[src/rtl/bsg_front_side_bus_hop_in_mcast.sv]
// FSB ingress hop: buffers words in a small FIFO and delivers each to the channels named by its destination mask.
// Optional BSG_FSB_HOP_IN_MCAST_STATS_EN adds drop_count_o, a saturating count of retired zero-mask words.
module bsg_front_side_bus_hop_in_mcast #(
  parameter int width_p   = 16,
  parameter int fan_out_p = 5,
  parameter int els_p     = 2
) (
  input  logic                           clk_i,
  input  logic                           reset_i,
  output logic                           ready_o,
  input  logic                           v_i,
  input  logic [width_p-1:0]             data_i,
  input  logic [fan_out_p-1:0]           dest_mask_i,
  output logic [fan_out_p-1:0]           v_o,
  output logic [fan_out_p*width_p-1:0]   data_o,
  input  logic [fan_out_p-1:0]           ready_i
`ifdef BSG_FSB_HOP_IN_MCAST_STATS_EN
  ,
  output logic [15:0]                    drop_count_o
`endif
);

  localparam int ptr_w   = $clog2(els_p);
  localparam int cnt_w   = ptr_w + 1;
  localparam int entry_w = width_p + fan_out_p;

  logic [entry_w-1:0]   mem_reg [els_p];
  logic [ptr_w-1:0]     rd_ptr_reg, wr_ptr_reg;
  logic [cnt_w-1:0]     count_reg, count_next;
  logic [fan_out_p-1:0] sent_reg, sent_next;

  logic [width_p-1:0]   head_data;
  logic [fan_out_p-1:0] head_mask;
  logic [fan_out_p-1:0] fire, done;
  logic                 empty, enq, deq;

  assign empty     = (count_reg == '0);
  // Reset gates ready so nothing is accepted while the FIFO is being cleared.
  assign ready_o   = ~reset_i & (count_reg != cnt_w'(els_p));
  assign enq       = v_i & ready_o;
  assign head_data = mem_reg[rd_ptr_reg][entry_w-1:fan_out_p];
  assign head_mask = mem_reg[rd_ptr_reg][fan_out_p-1:0];

  assign v_o  = {fan_out_p{~empty}} & head_mask & ~sent_reg;
  assign fire = v_o & ready_i;
  assign done = sent_reg | fire | ~head_mask;
  assign deq  = ~empty & (&done);

  genvar gi;
  generate
    for (gi = 0; gi < fan_out_p; gi++) begin : g_data
      assign data_o[gi*width_p +: width_p] = head_data;
    end
  endgenerate

  always_comb begin
    count_next = count_reg;
    if (enq && !deq)      count_next = count_reg + cnt_w'(1);
    else if (!enq && deq) count_next = count_reg - cnt_w'(1);
    sent_next = deq ? '0 : (sent_reg | fire);
  end

  always_ff @(posedge clk_i) begin
    if (enq) mem_reg[wr_ptr_reg] <= {data_i, dest_mask_i};
  end

  always_ff @(posedge clk_i) begin
    if (reset_i) begin
      rd_ptr_reg <= '0;
      wr_ptr_reg <= '0;
      count_reg  <= '0;
      sent_reg   <= '0;
    end else begin
      if (enq) wr_ptr_reg <= wr_ptr_reg + ptr_w'(1);
      if (deq) rd_ptr_reg <= rd_ptr_reg + ptr_w'(1);
      count_reg <= count_next;
      sent_reg  <= sent_next;
    end
  end

`ifdef BSG_FSB_HOP_IN_MCAST_STATS_EN
  logic [15:0] drop_count_reg;
  assign drop_count_o = drop_count_reg;

  always_ff @(posedge clk_i) begin
    if (reset_i)
      drop_count_reg <= '0;
    else if (deq && (head_mask == '0) && (drop_count_reg != 16'hFFFF))
      drop_count_reg <= drop_count_reg + 16'd1;
  end
`endif

endmodule

[config.mk]
export PLATFORM = sky130hd
export DESIGN_NAME = bsg_front_side_bus_hop_in_mcast
export DESIGN_NICKNAME = d
export VERILOG_FILES = /design/src/rtl/bsg_front_side_bus_hop_in_mcast.sv
export SDC_FILE = /design/constraint.sdc
export NUM_CORES = 1
export LEC_CHECK = 0
export ABC_AREA = 1
export CORE_UTILIZATION = 42
export DETAILED_ROUTE_END_ITERATION = 16
export PLACE_DENSITY = 0.82
export REMOVE_ABC_BUFFERS = 1
export SLEW_MARGIN = 10
export SYNTH_ARGS = -nofsm -noshare
export SYNTH_HDL_FRONTEND = slang
export SYNTH_SLANG_ARGS = --single-unit
[constraint.sdc]
create_clock -name clk_i -period 2.5 [get_ports clk_i]
set_input_delay 0.75 -clock clk_i [delete_from_list [all_inputs] [get_ports clk_i]]
set_output_delay 0.75 -clock clk_i [all_outputs]
set_load 0.02 [all_outputs]
==> results of run 1 <==
==> cell type report <==
type / instances / area [um2] / area share [%]
Clock buffer: 5 / 68.8 / 2.02
Timing Repair Buffer: 123 / 1150 / 33.8
Inverter: 22 / 85.1 / 2.49
Sequential cell: 52 / 1460 / 42.8
Multi-Input combinational cell: 112 / 507 / 14.9
Clock inverter: 3 / 42.5 / 1.25
Tap cell: 75 / 93.8 / 2.75
==> routing by layer <==
metal	track usage [%]	wire (um)	vias up
li1	-	-	872
met3	4.23	333	4
met2	28.2	2700	59
met5	0	0	-
met1	14.7	1630	764
met4	4.82	57	0
==> where the power goes <==
part / switching (mW) / total (mW) / internal [mW]
clock: 0.266 / 0.562 / 0.296
combinational: 0.415 / 0.676 / 0.261
sequential: 0.0183 / 1.00 / 0.983
==> synth_stat cells, types with 2 or more instances <==
cell / number
nand2_1: 66
buf_4: 64
edfxtp_1: 42
inv_1: 20
nor2_1: 16
dfxtp_1: 10
a21oi_1: 7
o21ai_0: 6
nand3_1: 4
nand2_2: 3
buf_6: 2
clkbuf_1: 2
inv_2: 2
nor2_4: 2
o211ai_1: 2
==> stage by stage <==
step	instances	worst slack (ns)	setup TNS, ns	util (%)	hold WS, ns
floorplan	186	-0.168	-7.07	-	0.452
global placement	384	-0.195	-0.195	57.2	0.463
detailed placement	384	-0.240	-0.273	57.2	0.474
CTS	392	0.00129	0	57.5	0.496
global route	392	0.0110	0	58.0	0.535
finish	392	0.0797	0	58.0	0.489
==> path summary, 6_finish.rpt <==
path | from | end | slack, ns | cells after the start
max | reset_i | ready_o | 0.08 | 3
max reg2reg | register | count_reg[1]$_SDFFE_PP0P_ | 0.56 | 11
min | sent_reg[4]$_SDFF_PP0_ | sent_reg[4]$_SDFF_PP0_ | 0.49 | 2
min reg2reg | sent_reg[4]$_SDFF_PP0_ | sent_reg[4]$_SDFF_PP0_ | 0.49 | 2
==> worst max-delay path, delay by kind of cell <==
family,cells,cell delay (ns)
buf+inv,2,0.74
compound gates,1,0.18
==> cell families after synthesis <==
group	share of synthesized area (%)
flip-flops	57.2
adder cells (fa/ha/maj)	0.489
buffers and inverters	23.2
AO/OA/AOI/OAI	3.77
AND/OR/NAND/NOR	15.4
==> repair_timing <==
action                     in CTS  in global routing
setup endpoints to repair      86                 11
resized for setup              77                 11
hold buffers                    0                  0
hold endpoints to repair        0                  0
==> results.tsv, run 1 <==
stage	metric	value	unit
synth	synthesized instance count	254	
clock_tree	# Post-CTS Setup Buffers	0	
layout	post-route cell area	3410	um2
placement	I/O Buffers	114	
timing	Tcrit/Tclk final	96.8	%
setup_path	critical-path cell list	clkdlybuf4s50_1 -> a21oi_1 -> clkdlybuf4s15_1	
run	maxcap violations	0	
floorplanning	Die W	80.0	um
timing	max_slew headroom	83.1	%
routing	Iteration-0 DRC Markers	52	
synth	largest area contributor in the synthesized netlist	edfxtp_1	
grt	grt ovf	0	
synth	Synth area leaders	edfxtp_1 49%, buf_4 19%, nand2_1 9.7%	
power_and_ir_drop	Lkg Pwr	1.58	nW
timing	RSZ-0062 raised after global routing	false	
synth	Yosys top cell area share	49.3	%
clock_tree	worst-skew pair later-pin latency	0.30	ns
layout	Fillers	534	
power_and_ir_drop	total power	2.24	mW
grt	largest net degree at the start of global routing	22	
floorplanning	Core ar.	5890	um2
clock_tree	Num CTS Buffers	5	
synth	Yosys cell types	21	
placement	GPL Wtd Cong	0.723	
timing	Slew Viols, Final	0	
timing	Final Critical Period	2.42	ns
setup_path	worst path required time	1.75	ns
grt	Total GRT Usage	14.6	%
setup_path	Worst EP arrival	1.67	ns
layout	final net count	346	
floorplanning	die height	80.0	um
timing	Clock Skew	0.00193	ns
setup_path	startpoint types	input pin	
floorplanning	full die area	6400	um2
routing	drt wl/cell	12.1	um
clock_tree	CTS tree	yes	
floorplanning	# IOs	115	
grt	initial antenna violation count	0	
clock_tree	H-tree levels	2	
routing	DRT Pass-1 Iters	4	
synth	Post-synth EDFFs	42	
clock_tree	Reg clk slew, reported paths	0.09	ns
timing	fmax	413	MHz
synth	FFs w/ async S/R, synth	0	%
routing	Via density	4.33	
setup_path	Worst Path Max Fanout	2	
layout	commonest non-fill, non-tap cell in the layout	dlygate4sd2_1	
layout	Area Growth Syn to Fin	33.4	%
synth	synth warn	0	
setup_path	max incr delay on CP	0.41	ns
layout	most frequent cells in the layout	75 x dlygate4sd2_1, 66 x nand2_1, 42 x edfxtp_1	
grt	first-pass GRT wire length	6890	um
synth	top_reg_cell synth	edfxtp_1	
synth	Avg Inst Size Synth	10.1	um2
grt	vias in the first global route	1481	
power_and_ir_drop	Pwr per Cell Area	656	nW/um2
clock_tree	clk root buf	clkbuf_8	
floorplanning	Starting Density	43.4	%
outcome	outcome	completed	
layout	# diodes	0	
routing	Routed Wire Length	4730	um
synth	register area share after synthesis	57.2	%
placement	HPWL Detailed	3560	um
timing	Setup violations, final	0	
floorplanning	row count	28	
routing	routed vias	1699	
clock_tree	CTS Buffer Depth	2	
routing	Detail Route Antenna Nets	0	
clock_tree	CTS Sinks	52	
min_path	Worst Hold Class	reg -> reg	
power_and_ir_drop	Worst VDD drop	0.000399	V
synth	post-synthesis register bit count	52	
routing	DRC violations left	0	
setup_path	CP max stage cell	clkdlybuf4s50_1	
layout	max reg flops	42	
timing	Slew @ Worst Pin	0.254	ns
setup_path	Worst Setup Path Type	in -> out	
placement	Area after DPL	3370	um2
setup_path	crit end category	primary output	
timing	final hold vios	0	
layout	share of layout cells above drive strength 1	8.83	%
synth	Mapped Area	2560	um2
No activity file was read; power rests on OpenSTA's default activity.
==> inputs of run 2 (changes only) <==
Settings changed: CAP_MARGIN set to 20, SLEW_MARGIN 10 to not set.
==> results of run 2 <==
No change in the layout: final DEF, timing and power equal those of run 1.
